$ cat config.mk
export PLATFORM = sky130hd
export DESIGN_NAME = regfile_wb_arbiter
export DESIGN_NICKNAME = d
export VERILOG_FILES = /design/src/rtl/regfile_wb_arbiter.sv
export SDC_FILE = /design/constraint.sdc
export NUM_CORES = 1
export LEC_CHECK = 0
export CELL_PAD_IN_SITES_DETAIL_PLACEMENT = 0
export CELL_PAD_IN_SITES_GLOBAL_PLACEMENT = 1
export CORE_MARGIN = 4
export CORE_UTILIZATION = 31
export CTS_CLUSTER_DIAMETER = 150
export DETAILED_ROUTE_END_ITERATION = 10
export HOLD_SLACK_MARGIN = 0.12
export PLACE_DENSITY = 0.92
export SLEW_MARGIN = 20
export SYNTH_ARGS = -nofsm -noshare
export SYNTH_HDL_FRONTEND = slang
export SYNTH_SLANG_ARGS = --single-unit
export TNS_END_PERCENT = 50
$ cat constraint.sdc
create_clock -name clk -period 5.7 [get_ports clk]
set_input_delay 1.14 -clock clk [delete_from_list [all_inputs] [get_ports clk]]
set_output_delay 1.14 -clock clk [all_outputs]
set_load 0.02 [all_outputs]
$ cat src/rtl/regfile_wb_arbiter.sv
// regfile_wb_arbiter: round-robin arbiter sharing the register-file write port between ALU and load writeback.
// Define WB_ARB_FWD_EN to add the fwd_rs1/fwd_rs2 bypass compare ports.
module regfile_wb_arbiter #(
  parameter int DATA_W   = 32,
  parameter int ADDR_W   = 5,
  parameter int NUM_REGS = 16,
  parameter int CNT_W    = 16
) (
  input  logic              clk,
  input  logic              rst,
  input  logic              stall,
  input  logic              req0_valid,
  output logic              req0_ready,
  input  logic [ADDR_W-1:0] req0_rd,
  input  logic [DATA_W-1:0] req0_wd,
  input  logic              req1_valid,
  output logic              req1_ready,
  input  logic [ADDR_W-1:0] req1_rd,
  input  logic [DATA_W-1:0] req1_wd,
`ifdef WB_ARB_FWD_EN
  input  logic [ADDR_W-1:0] fwd_rs1,
  input  logic [ADDR_W-1:0] fwd_rs2,
  output logic              fwd_hit1,
  output logic              fwd_hit2,
  output logic [DATA_W-1:0] fwd_data,
`endif
  output logic              we,
  output logic [ADDR_W-1:0] rd,
  output logic [DATA_W-1:0] wd,
  output logic              err,
  output logic [CNT_W-1:0]  conflict_cnt
);
  logic              last_grant;
  logic              acc;
  logic              in_range;
  logic [ADDR_W-1:0] sel_rd;
  logic [DATA_W-1:0] sel_wd;
  // On contention the requester that did not win last time is served.
  assign req0_ready = !rst && !stall && req0_valid && (!req1_valid || last_grant);
  assign req1_ready = !rst && !stall && req1_valid && (!req0_valid || !last_grant);
  assign acc        = req0_ready || req1_ready;
  assign sel_rd     = req1_ready ? req1_rd : req0_rd;
  assign sel_wd     = req1_ready ? req1_wd : req0_wd;
  assign in_range   = {{(32-ADDR_W){1'b0}}, sel_rd} < NUM_REGS;
  always_ff @(posedge clk or posedge rst) begin
    if (rst) begin
      we           <= 1'b0;
      rd           <= '0;
      wd           <= '0;
      err          <= 1'b0;
      conflict_cnt <= '0;
      last_grant   <= 1'b1;
    end else begin
      we <= acc && sel_rd != '0 && in_range;
      if (acc) begin
        rd         <= sel_rd;
        wd         <= sel_wd;
        last_grant <= req1_ready;
      end
      if (acc && !in_range) err <= 1'b1;
      if (req0_valid && req1_valid && !stall && !(&conflict_cnt)) conflict_cnt <= conflict_cnt + 1'b1;
    end
  end
`ifdef WB_ARB_FWD_EN
  assign fwd_hit1 = we && rd == fwd_rs1 && rd != '0;
  assign fwd_hit2 = we && rd == fwd_rs2 && rd != '0;
  assign fwd_data = wd;
`endif
endmodule

==> results of run 1 <==
-- worst max-delay path by stage --
stage / cells past startpoint / end / slack [ns] / startpoint
floorplan: 5 / req1_ready / 2.45 / rst
global placement: 5 / req0_ready / 1.74 / req0_valid
detailed placement: 5 / req0_ready / 1.73 / req0_valid
CTS: 5 / req0_ready / 1.72 / req0_valid
global route: 5 / req0_ready / 1.60 / req0_valid
finish: 5 / req0_ready / 1.74 / req0_valid
-- Yosys cell counts (all sizes together), types with 2 or more instances --
master	number	area (µm²)
inv	5	18.77
nor4	5	31.28
buf	5	18.77
nand4	7	58.81
nand2	49	183.9
xor2	4	35.03
xnor2	8	70.07
o211ai	2	15.01
nor3	2	10.01
mux2i	37	370.4
and3	2	13.77
o21ai	39	195.2
nand3	4	20.02
clkbuf	9	35.03
dfrtp	55	1376
nor2	4	15.01
mux2	5	60.05
-- cell families (layout without fill, tap and decap cells) --
family	Yosys count	in the layout	share of synthesized area
AO/OA/AOI/OAI	46	46	0.09398
XOR/XNOR	12	12	0.03947
adder cells (fa/ha/maj)	1	1	0.004698
buffers and inverters	19	151	0.02726
flip-flops	56	56	0.5268
multiplexers	42	42	0.1617
AND/OR/NAND/NOR	80	80	0.1462
-- cell type report --
class	instances	area [µm²]
tap	105	131.4
clock inverter	3	42.54
multi-input combinational	181	1199
clock buffer	5	68.82
timing repair buffer	138	1374
fill	754	4063
inverter	5	18.77
sequential	56	1403
-- sequential cells by signal, summed over array words and instances, names as in the netlist --
name          flops
wd               32
conflict_cnt     16
rd                5
err               1
last_grant        1
we                1
-- report_power, final --
group,switching [mW],internal (mW),leakage [nW]
sequential,0.0675,0.479,0.693
combinational,0.214,0.238,1.15
clock,0.134,0.130,0.0541
total,0.416,0.847,1.89
-- critical path: cells and delay by family --
family	cells	cell delay, ns
buffers and inverters	3	1.23
AND/OR/NAND/NOR	1	0.33
AO/OA/AOI/OAI	1	0.11
-- stage by stage --
step	hold slack, ns	util	power, mW	cells
finish	0.4977	0.5105	1.262	493
global route	0.5249	0.5105	1.336	493
CTS	0.5054	0.5105	1.281	493
detailed placement	0.4697	0.4971	1.011	485
global placement	0.4717	0.4971	0.9999	485
floorplan	0.4468	-	0.7474	256
-- metal layers --
metal | vias to the layer above | track usage
met4 | 0 | 0.02694
met5 | - | 0
li1 | 1154 | -
met3 | 8 | 0.04221
met2 | 92 | 0.2486
met1 | 1130 | 0.1830
==> impl_results.md, run 1 <==
- Slew Limit Fails: 0
- Core area: 0.008299 mm²
- Worst R2R End: conflict_cnt[13]$_DFFE_PP0P_
- Initial Utilization: 0.3208
- Clk sink count: 56
- DRC: 0
- Post-synthesis sequential area ratio: 0.5268
- Core Rows: 33
- Number of post-CTS setup repair buffers: 0
- Crit-path cells: clkdlybuf4s50_1, nor3b_1, o21ai_4, inv_1, clkdlybuf4s50_1
- IO buf count: approximately 140
- Vias in the first global route: about 2500
- CTS tree: yes
- CP max stage delay: just over 0.6 ns
- Most frequent cells in the layout: clkdlybuf4s50_1, dfrtp_1, nand2_1
- Type of origin of the critical path: input port
- Setup TNS: 0 ns
- Cell Area, Synth: between 0.002 and 0.003 mm²
- Layout Skew: around 0.006 ns
- Largest net degree at the start of global routing: 76
- Hold Path Depth: 2
- Layout cell share with drive strength beyond 1: 0.05928
- Critical Path Sink Type: primary output
- Distinct cells, synth: 36
- # diodes: 0
- Overflow after GRT: 0
- Cell area after layout: about 0.0042 mm²
- Status: completed
- Area grow syn2layout: 59.12%
- Gp weighted congestion: about 0.77
- # resized after CTS: 0
- Final setup margin: 1.741 ns
- Maximum Capacitance Violations: 0
- Dpl hpwl: roughly 5600 µm
- Final Cycle Share: 0.6946
- H-Tree Depth: 2
- Wire length on met3: approximately 640 µm
- DR WL/cell: around 15 µm
- Hold EP: last_grant$_DFFE_PP1N_
- Max layer used: met4
- Most common cell after layout, fill and taps aside: clkdlybuf4s50_1
- Cells after Synth: 256
- Main synth FF type: dfrtp_1
- DIE AREA: a little over 0.01 mm²
- Unrepaired setup endpoints after global routing: false
- Setup Viol. Count Final: 0
- Worst-Margin Slew: 0.7217 ns
- Antenna viol nets, final: 0
- CTS buffer count: 5
- DR vias: 2384
- DR pass1 iterations: 4
- Flops & latches, synth: 56
- Root buf cell: clkbuf_8
- Worst Path Arrival: between 2 and 3 ns
- EDFF count, synth: 0
- Worst EP required: around 4.6 ns
- Leakage: around 1.9 nW
- Met1 Routed Length: 3025 µm
- Syn_nets: 336
- Placed Area: between 0.004 and 0.005 mm²
- Vias per cell: a little under 5
- Worst Setup Slack post-DPL: between 1.5 and 2 ns
- Maximum root-to-sink buffer count: 2
- Tot GR Track Use: 0.1452
- Global-route wire length before repair: roughly 12000 µm
- VDD IR max: around 0.11 mV
- Minimum clock period: approximately 4.0 ns
- Fmax: 252.6 MHz
- FFs w/ async S/R, synth: 1.000
- Synth Area per Inst: roughly 10 µm²
- YS warnings: 0
- Met2 wire len: 3693 µm
- Worst reg2reg path depth: 4
- Clock edge transition at the registers on the reported setup and hold paths: ~0.10 ns
- Min-delay worst type: register to register
- Crit-path max FO: 4
- R2R Path Start: conflict_cnt[3]$_DFFE_PP0P_
- Hold Startpoint: last_grant$_DFFE_PP1N_
- Die Height: ~100 µm
- CP Class: input port to primary output
- Initial antenna violation count: 0
- IO Count: approximately 140
- DRT Wirelength: roughly 7400 µm
- Cell mode on critical path: clkdlybuf4s50_1
- Hold Fails Final Rpt: 0
- Die Width: approximately 100 µm
- Hold_buf cts: 0
- CP max stage cell: clkdlybuf4s50_1
- Reg2reg setup slack: about 3.8 ns
- Max-slew headroom: 0.5189
- Initial DRC count: just over 50
- Worst skew pair latency: about 0.31 ns
- Power per cell area: 298.0 mW/mm²
- Final net count: ~470
(Power assumes the default switching activity.)
==> run 2, diff against run 1 <==
--- a/config.mk
+++ b/config.mk
@@ -8,11 +8,11 @@
 export CELL_PAD_IN_SITES_DETAIL_PLACEMENT = 0
 export CELL_PAD_IN_SITES_GLOBAL_PLACEMENT = 1
 export CORE_MARGIN = 4
-export CORE_UTILIZATION = 31
+export CORE_UTILIZATION = 26
 export CTS_CLUSTER_DIAMETER = 150
 export DETAILED_ROUTE_END_ITERATION = 10
 export HOLD_SLACK_MARGIN = 0.12
-export PLACE_DENSITY = 0.92
+export PLACE_DENSITY = 0.83
 export SLEW_MARGIN = 20
 export SYNTH_ARGS = -nofsm -noshare
 export SYNTH_HDL_FRONTEND = slang
==> constraint.sdc (replaced) <==
create_clock -name clk -period 3.3 [get_ports clk]
set_input_delay 0.66 -clock clk [delete_from_list [all_inputs] [get_ports clk]]
set_output_delay 0.66 -clock clk [all_outputs]
set_load 0.02 [all_outputs]
==> run 2 against run 1 <==
  * Core utilization is 7.9 points lower
  * Via count decreased by 0.63%
  * Routed wire length is 5.8% higher
  * Cell count rose by 5.9%
  * Worst setup slack worse by 1.5 ns
  * Total power increased by 67%
  * Critical path depth stayed put
  * Worst hold slack worse by 0.0077 ns
  * Clock skew rose by 0.0049 ns
  * Critical endpoint unchanged
  * Largest power group unchanged
  * Highest routed layer unchanged
==> impl_results.md, run 2 (synthesized netlist as in run 1, its figures left out) <==
- DR pass1 iterations: 4 (unchanged)
- Core area: 0.009864 mm² (+19%)
- # placed instances: 514 (+6.0%)
- Most frequent cells in the layout: clkdlybuf4s50_1, dfrtp_1, nand2_1
- DIE AREA: 0.01192 mm² (+18%)
- CP top delay family: buffers and inverters
- # diodes: 0 (unchanged)
- CP Class: input port to primary output
- Setup TNS: 0 ns (unchanged)
- Minimum clock period: about 3 ns
- IO Count: 136 (unchanged)
- Core Rows: 36 (+9.1%)
- CTS tree: yes
- CP max stage delay: 0.63 ns (+0.02 ns)
- CP max stage cell: clkdlybuf4s50_1
- Maximum root-to-sink buffer count: 2 (unchanged)
- Worst skew pair latency: 0.31 ns (about the same)
- Number of flip-flops in the largest register: 32 (unchanged)
- Status: completed
- Global-route wire length before repair: 12140 µm (+2.6%)
- CTS buffer count: 5 (unchanged)
- Layout Skew: 0.01073 ns (+0.004867 ns)
- Type of origin of the critical path: input port
- Leakage: 1.893 nW (about the same)
- Worst Setup Slack post-DPL: 0.2854 ns (-1.440 ns)
- Layout cell share with drive strength beyond 1: 0.06170 (+0.002418)
- Critical Path Sink Type: primary output
- Final setup margin: 0.2679 ns (-1.473 ns)
- DR WL/cell: 15.04 µm (-0.11%)
- Vias per cell: 4.538 (-6.1%)
- Initial antenna violation count: 0 (unchanged)
- Initial Utilization: 0.2699 (-0.05091)
- Worst EP required: 2.64 ns (-1.92 ns)
- IO buf count: 135 (unchanged)
- Antenna viol nets, final: 0 (unchanged)
- Worst-Margin Slew: 0.6782 ns (-0.04353 ns)
- Biggest register: wd
- Initial DRC count: 93 (+82%)
- Vias in the first global route: 2442 (-1.1%)
- Top flop regs: wd x32, conflict_cnt x16, rd x5
- Die Height: 109.2 µm (+8.5%)
- Gp weighted congestion: 0.8789 (+14%)
- WP buf/inv: 3 (unchanged)
- Die Width: 109.2 µm (+8.5%)
- Slew Limit Fails: 0 (unchanged)
- Dpl hpwl: 5951 µm (+6.9%)
- Overflow after GRT: 0 (unchanged)
- Fin cells: 522 (+5.9%)
- Fill cells: 967 (+28%)
- Total power: 2.114 mW (+67%)
- Final Cycle Share: 0.9188
- Crit-path max FO: 4 (unchanged)
- Reg2reg setup slack: 1.35 ns (-2.43 ns)
- # resized after CTS: 0 (unchanged)
- Clock edge transition at the registers on the reported setup and hold paths: 0.10 ns (about the same)
- DR vias: 2369 (-0.63%)
- Crit-path cells: clkdlybuf4s50_1, nor3b_1, o21ai_4, inv_1, clkdlybuf4s50_1
- Cell mode on critical path: clkdlybuf4s50_1
- Hold_buf cts: 0 (unchanged)
- DRT Wirelength: 7850 µm (+5.8%)
- Clk sink count: 56 (unchanged)
- Most common cell after layout, fill and taps aside: clkdlybuf4s50_1
- Fmax: approximately 330 MHz
- VDD IR max: 0.2442 mV (+110%)
- Unrepaired setup endpoints after global routing: false
- Max-slew headroom: 0.5479 (+0.02902)
- Final net count: 468 (+0.21%)
- Root buf cell: clkbuf_8
- Hold Fails Final Rpt: 0 (unchanged)
- Min-delay worst type: register to register
- Tot GR Track Use: 0.1284 (-0.01681)
- Worst Path Arrival: 2.37 ns (-0.45 ns)
- Setup Viol. Count Final: 0 (unchanged)
- DRC: 0 (unchanged)
- Largest net degree at the start of global routing: 76 (unchanged)
- H-Tree Depth: 2 (unchanged)
- Power per cell area: 496.4 mW/mm² (+67%)
- Number of post-CTS setup repair buffers: 0 (unchanged)
- Area grow syn2layout: 59.96%
- Placed Area: 0.004168 mm² (+1.0%)
- Maximum Capacitance Violations: 0 (unchanged)
- Cell area after layout: 0.004259 mm² (+0.53%)
-- run 2: cell count changes in the layout (fill, tap and decap cells not counted), sizes merged --
cell      before  now
buf            3    4
bufinv         1    0
clkinv         1    2
clkinvlp       1    0
inv            5    6
-- run 2: per-stage QoR --
stage / hold slack (ns) / util
floorplan: 0.4468 / -
global placement: 0.4731 / 0.4225
detailed placement: 0.4753 / 0.4225
CTS: 0.4926 / 0.4318
global route: 0.5312 / 0.4318
finish: 0.4901 / 0.4318
-- run 2: final cells by class --
| type | count | area [µm²] | share of cell area |
|---|---|---|---|
| Sequential cell | 56 | 1403 | 0.3293 |
| Timing Repair Buffer | 139 | 1381 | 0.3243 |
| Multi-Input combinational cell | 181 | 1199 | 0.2814 |
| Tap cell | 133 | 166.4 | 0.03907 |
| Clock buffer | 5 | 68.82 | 0.01616 |
| Clock inverter | 3 | 22.52 | 0.005288 |
| Inverter | 5 | 18.77 | 0.004407 |
-- run 2: worst paths after layout --
| check | from | to | cells past startpoint |
|---|---|---|---|
| min reg2reg | last_grant$_DFFE_PP1N_ | last_grant$_DFFE_PP1N_ | 2 |
| max reg2reg | conflict_cnt[2]$_DFFE_PP0P_ | conflict_cnt[13]$_DFFE_PP0P_ | 4 |
| max | req0_valid | req0_ready | 5 |
| min in group asynchronous | rst | rd[1]$_DFFE_PP0N_ | 2 |
| max in group asynchronous | rst | wd[20]$_DFFE_PP0N_ | 3 |
| min | last_grant$_DFFE_PP1N_ | last_grant$_DFFE_PP1N_ | 2 |
-- run 2: tightest hold or removal path: stages, from the launching register on --
cell     delay [ns]
dfstp_2        0.40
nand2_1        0.05
nand2_1        0.04
-- run 2: power by group --
group	total (mW)	internal (mW)	switching, mW
Sequential	0.938	0.826	0.112
Combinational	0.784	0.412	0.372
Clock	0.392	0.153	0.239
Total	2.11	1.39	0.723
-- run 2: layer usage --
metal  up-vias  global-route usage  share of wire
met4         0             0.03028         0.0080
li1       1158                   -              -
met1      1120              0.1577           0.42
met3         6             0.05033          0.092
met2        85              0.2123           0.48
met5         -                   0              0
==> run 3, diff against run 2 <==
--- a/config.mk
+++ b/config.mk
@@ -12,6 +12,7 @@
 export CTS_CLUSTER_DIAMETER = 150
 export DETAILED_ROUTE_END_ITERATION = 10
 export HOLD_SLACK_MARGIN = 0.12
+export MAX_ROUTING_LAYER = met4
 export PLACE_DENSITY = 0.83
 export SLEW_MARGIN = 20
 export SYNTH_ARGS = -nofsm -noshare
==> run 3 against run 2 <==
  * Largest cell class unchanged
  * Global-route usage grew 0.41 points
  * Routed wire length grew 0.24%
  * Sequential cell count is the same
  * Critical endpoint unchanged
  * Core utilization is the same
  * Non-clock buffer count is the same
==> impl_results.md, run 3 (synthesized netlist as in run 1, its figures left out) <==
- DIE AREA: 0.01192 mm² (unchanged)
- Leakage: 1.893 nW (unchanged)
- Hold Fails Final Rpt: 0 (unchanged)
- Root buf cell: clkbuf_8
- # diodes: 0 (unchanged)
- Core Rows: 36 (unchanged)
- CP max stage cell: clkdlybuf4s50_1
- Worst skew pair latency: 0.31 ns (about the same)
- Layout Skew: 0.01119 ns (+0.0004600 ns)
- Initial antenna violation count: 0 (unchanged)
- Core area: 0.009864 mm² (unchanged)
- Worst EP required: 2.64 ns (about the same)
- IO buf count: 135 (unchanged)
- Initial DRC count: 102 (+9.7%)
- Maximum root-to-sink buffer count: 2 (unchanged)
- DR vias: 2370 (+0.042%)
- Most common cell after layout, fill and taps aside: clkdlybuf4s50_1
- Layout cell share with drive strength beyond 1: 0.06170 (unchanged)
- Crit-path cells: clkdlybuf4s50_1, nor3b_1, o21ai_4, inv_1, clkdlybuf4s50_1
- Hold WS: 0.4907 ns (+0.0006360 ns)
- Hold_buf cts: 0 (unchanged)
- Fmax: 330.0 MHz (about the same)
- Vias in the first global route: 2448 (+0.25%)
- IO Count: 136 (unchanged)
- Min-delay worst type: register to register
- Minimum clock period: 3.030 ns (-0.001887 ns)
- Initial Utilization: 0.2699 (unchanged)
- Cell mode on critical path: clkdlybuf4s50_1
- Clock edge transition at the registers on the reported setup and hold paths: 0.10 ns (about the same)
- Cell area after layout: 0.004259 mm² (unchanged)
- Clk sink count: 56 (unchanged)
- Largest net degree at the start of global routing: 76 (unchanged)
- Die Height: 109.2 µm (unchanged)
- VDD IR max: 0.2440 mV (about the same)
- Placed Area: 0.004168 mm² (unchanged)
- Crit-path max FO: 4 (unchanged)
- Number of flip-flops in the largest register: 32 (unchanged)
- DR pass1 iterations: 4 (unchanged)
- Vias per cell: 4.540 (about the same)
- Fill cells: 967 (unchanged)
- CTS tree: yes
- Final net count: 468 (unchanged)
- CP top delay family: buffers and inverters
- CP max stage delay: 0.63 ns (about the same)
- Status: completed
- # resized after CTS: 0 (unchanged)
- Setup TNS: 0 ns (unchanged)
- Power per cell area: 496.6 mW/mm² (about the same)
- Tot GR Track Use: 0.1325 (+0.004069)
- Critical Path Sink Type: primary output
- Worst Path Arrival: 2.37 ns (about the same)
- Global-route wire length before repair: 12090 µm (-0.40%)
- Gp weighted congestion: 0.8934 (+1.6%)
- Area grow syn2layout: 59.96% (unchanged)
- # placed instances: 514 (unchanged)
- WP buf/inv: 3 (unchanged)
- Final Cycle Share: 0.9182 (about the same)
- Die Width: 109.2 µm (unchanged)
- Number of post-CTS setup repair buffers: 0 (unchanged)
- DR WL/cell: 15.07 µm (+0.24%)
- DRT Wirelength: 7869 µm (+0.24%)
- Overflow after GRT: 0 (unchanged)
- Fin cells: 522 (unchanged)
- Maximum Capacitance Violations: 0 (unchanged)
- Slew Limit Fails: 0 (unchanged)
- Dpl hpwl: 5951 µm (unchanged)
- Top flop regs: wd x32, conflict_cnt x16, rd x5
- Worst-Margin Slew: 0.6802 ns (+0.002077 ns)
- CTS buffer count: 5 (unchanged)
- DRC: 0 (unchanged)
- Setup Viol. Count Final: 0 (unchanged)
- Antenna viol nets, final: 0 (unchanged)
- H-Tree Depth: 2 (unchanged)
- CP Class: input port to primary output
- Most frequent cells in the layout: clkdlybuf4s50_1, dfrtp_1, nand2_1
- Unrepaired setup endpoints after global routing: false
- Biggest register: wd
- Max-slew headroom: 0.5465 (-0.001385)
- Type of origin of the critical path: input port
[run 3: cell counts in the layout (fill, tap and decap cells not counted)]
Identical to the previous run, type by type.
[run 3: worst register-to-register path, delay by kind of cell, from the launching register on]
| family | cells | cell delay (ns) |
|---|---|---|
| DFF | 1 | 0.49 |
| muxes | 1 | 0.30 |
| and+or+nand+nor | 3 | 1.06 |
[run 3: stage by stage]
stage | total power, mW | util | setup slack, ns
6_report | 2.115 | 0.4318 | 0.2698
5_1_grt | 2.240 | 0.4318 | 0.1585
4_1_cts | 2.152 | 0.4318 | 0.2685
3_5_place_dp | 1.749 | 0.4225 | 0.2854
3_3_place_gp | 1.733 | 0.4225 | 0.2846
2_1_floorplan | 1.291 | - | 1.011
[run 3: layer usage]
layer / up-vias / part of all wire / GRT usage
met1: 1113 / 0.45 / 0.1691
met3: 6 / 0.064 / 0.03375
met4: 0 / 0.0089 / 0.03028
met2: 90 / 0.47 / 0.2123
li1: 1161 / - / -
met5: - / 0 / -
[run 3: final cells by class]
| class | instances | area, µm² | share of cell area |
|---|---|---|---|
| clock inverters | 3 | 22.52 | 0.005288 |
| repair buffers | 139 | 1381 | 0.3243 |
| well taps | 133 | 166.4 | 0.03907 |
| flip-flops and latches | 56 | 1403 | 0.3293 |
| clock buffers | 5 | 68.82 | 0.01616 |
| multi-input cells | 181 | 1199 | 0.2814 |
| inverters | 5 | 18.77 | 0.004407 |
[run 3: report_power, final]
group / total [mW] / internal, mW / switching, mW
logic: 0.784 / 0.412 / 0.373
registers: 0.938 / 0.827 / 0.111
clock network: 0.393 / 0.153 / 0.240
[run 3: final timing paths]
kind,start,depth (start not counted),slack [ns],end
min in group asynchronous,rst,2,0.79,rd[1]$_DFFE_PP0N_
worst max-delay path,req0_valid,5,0.27,req0_ready
worst min register to register,last_grant$_DFFE_PP1N_,2,0.49,last_grant$_DFFE_PP1N_
worst min-delay path,last_grant$_DFFE_PP1N_,2,0.49,last_grant$_DFFE_PP1N_
max in group asynchronous,rst,3,1.84,wd[20]$_DFFE_PP0N_
worst max register to register,conflict_cnt[2]$_DFFE_PP0P_,4,1.35,conflict_cnt[13]$_DFFE_PP0P_
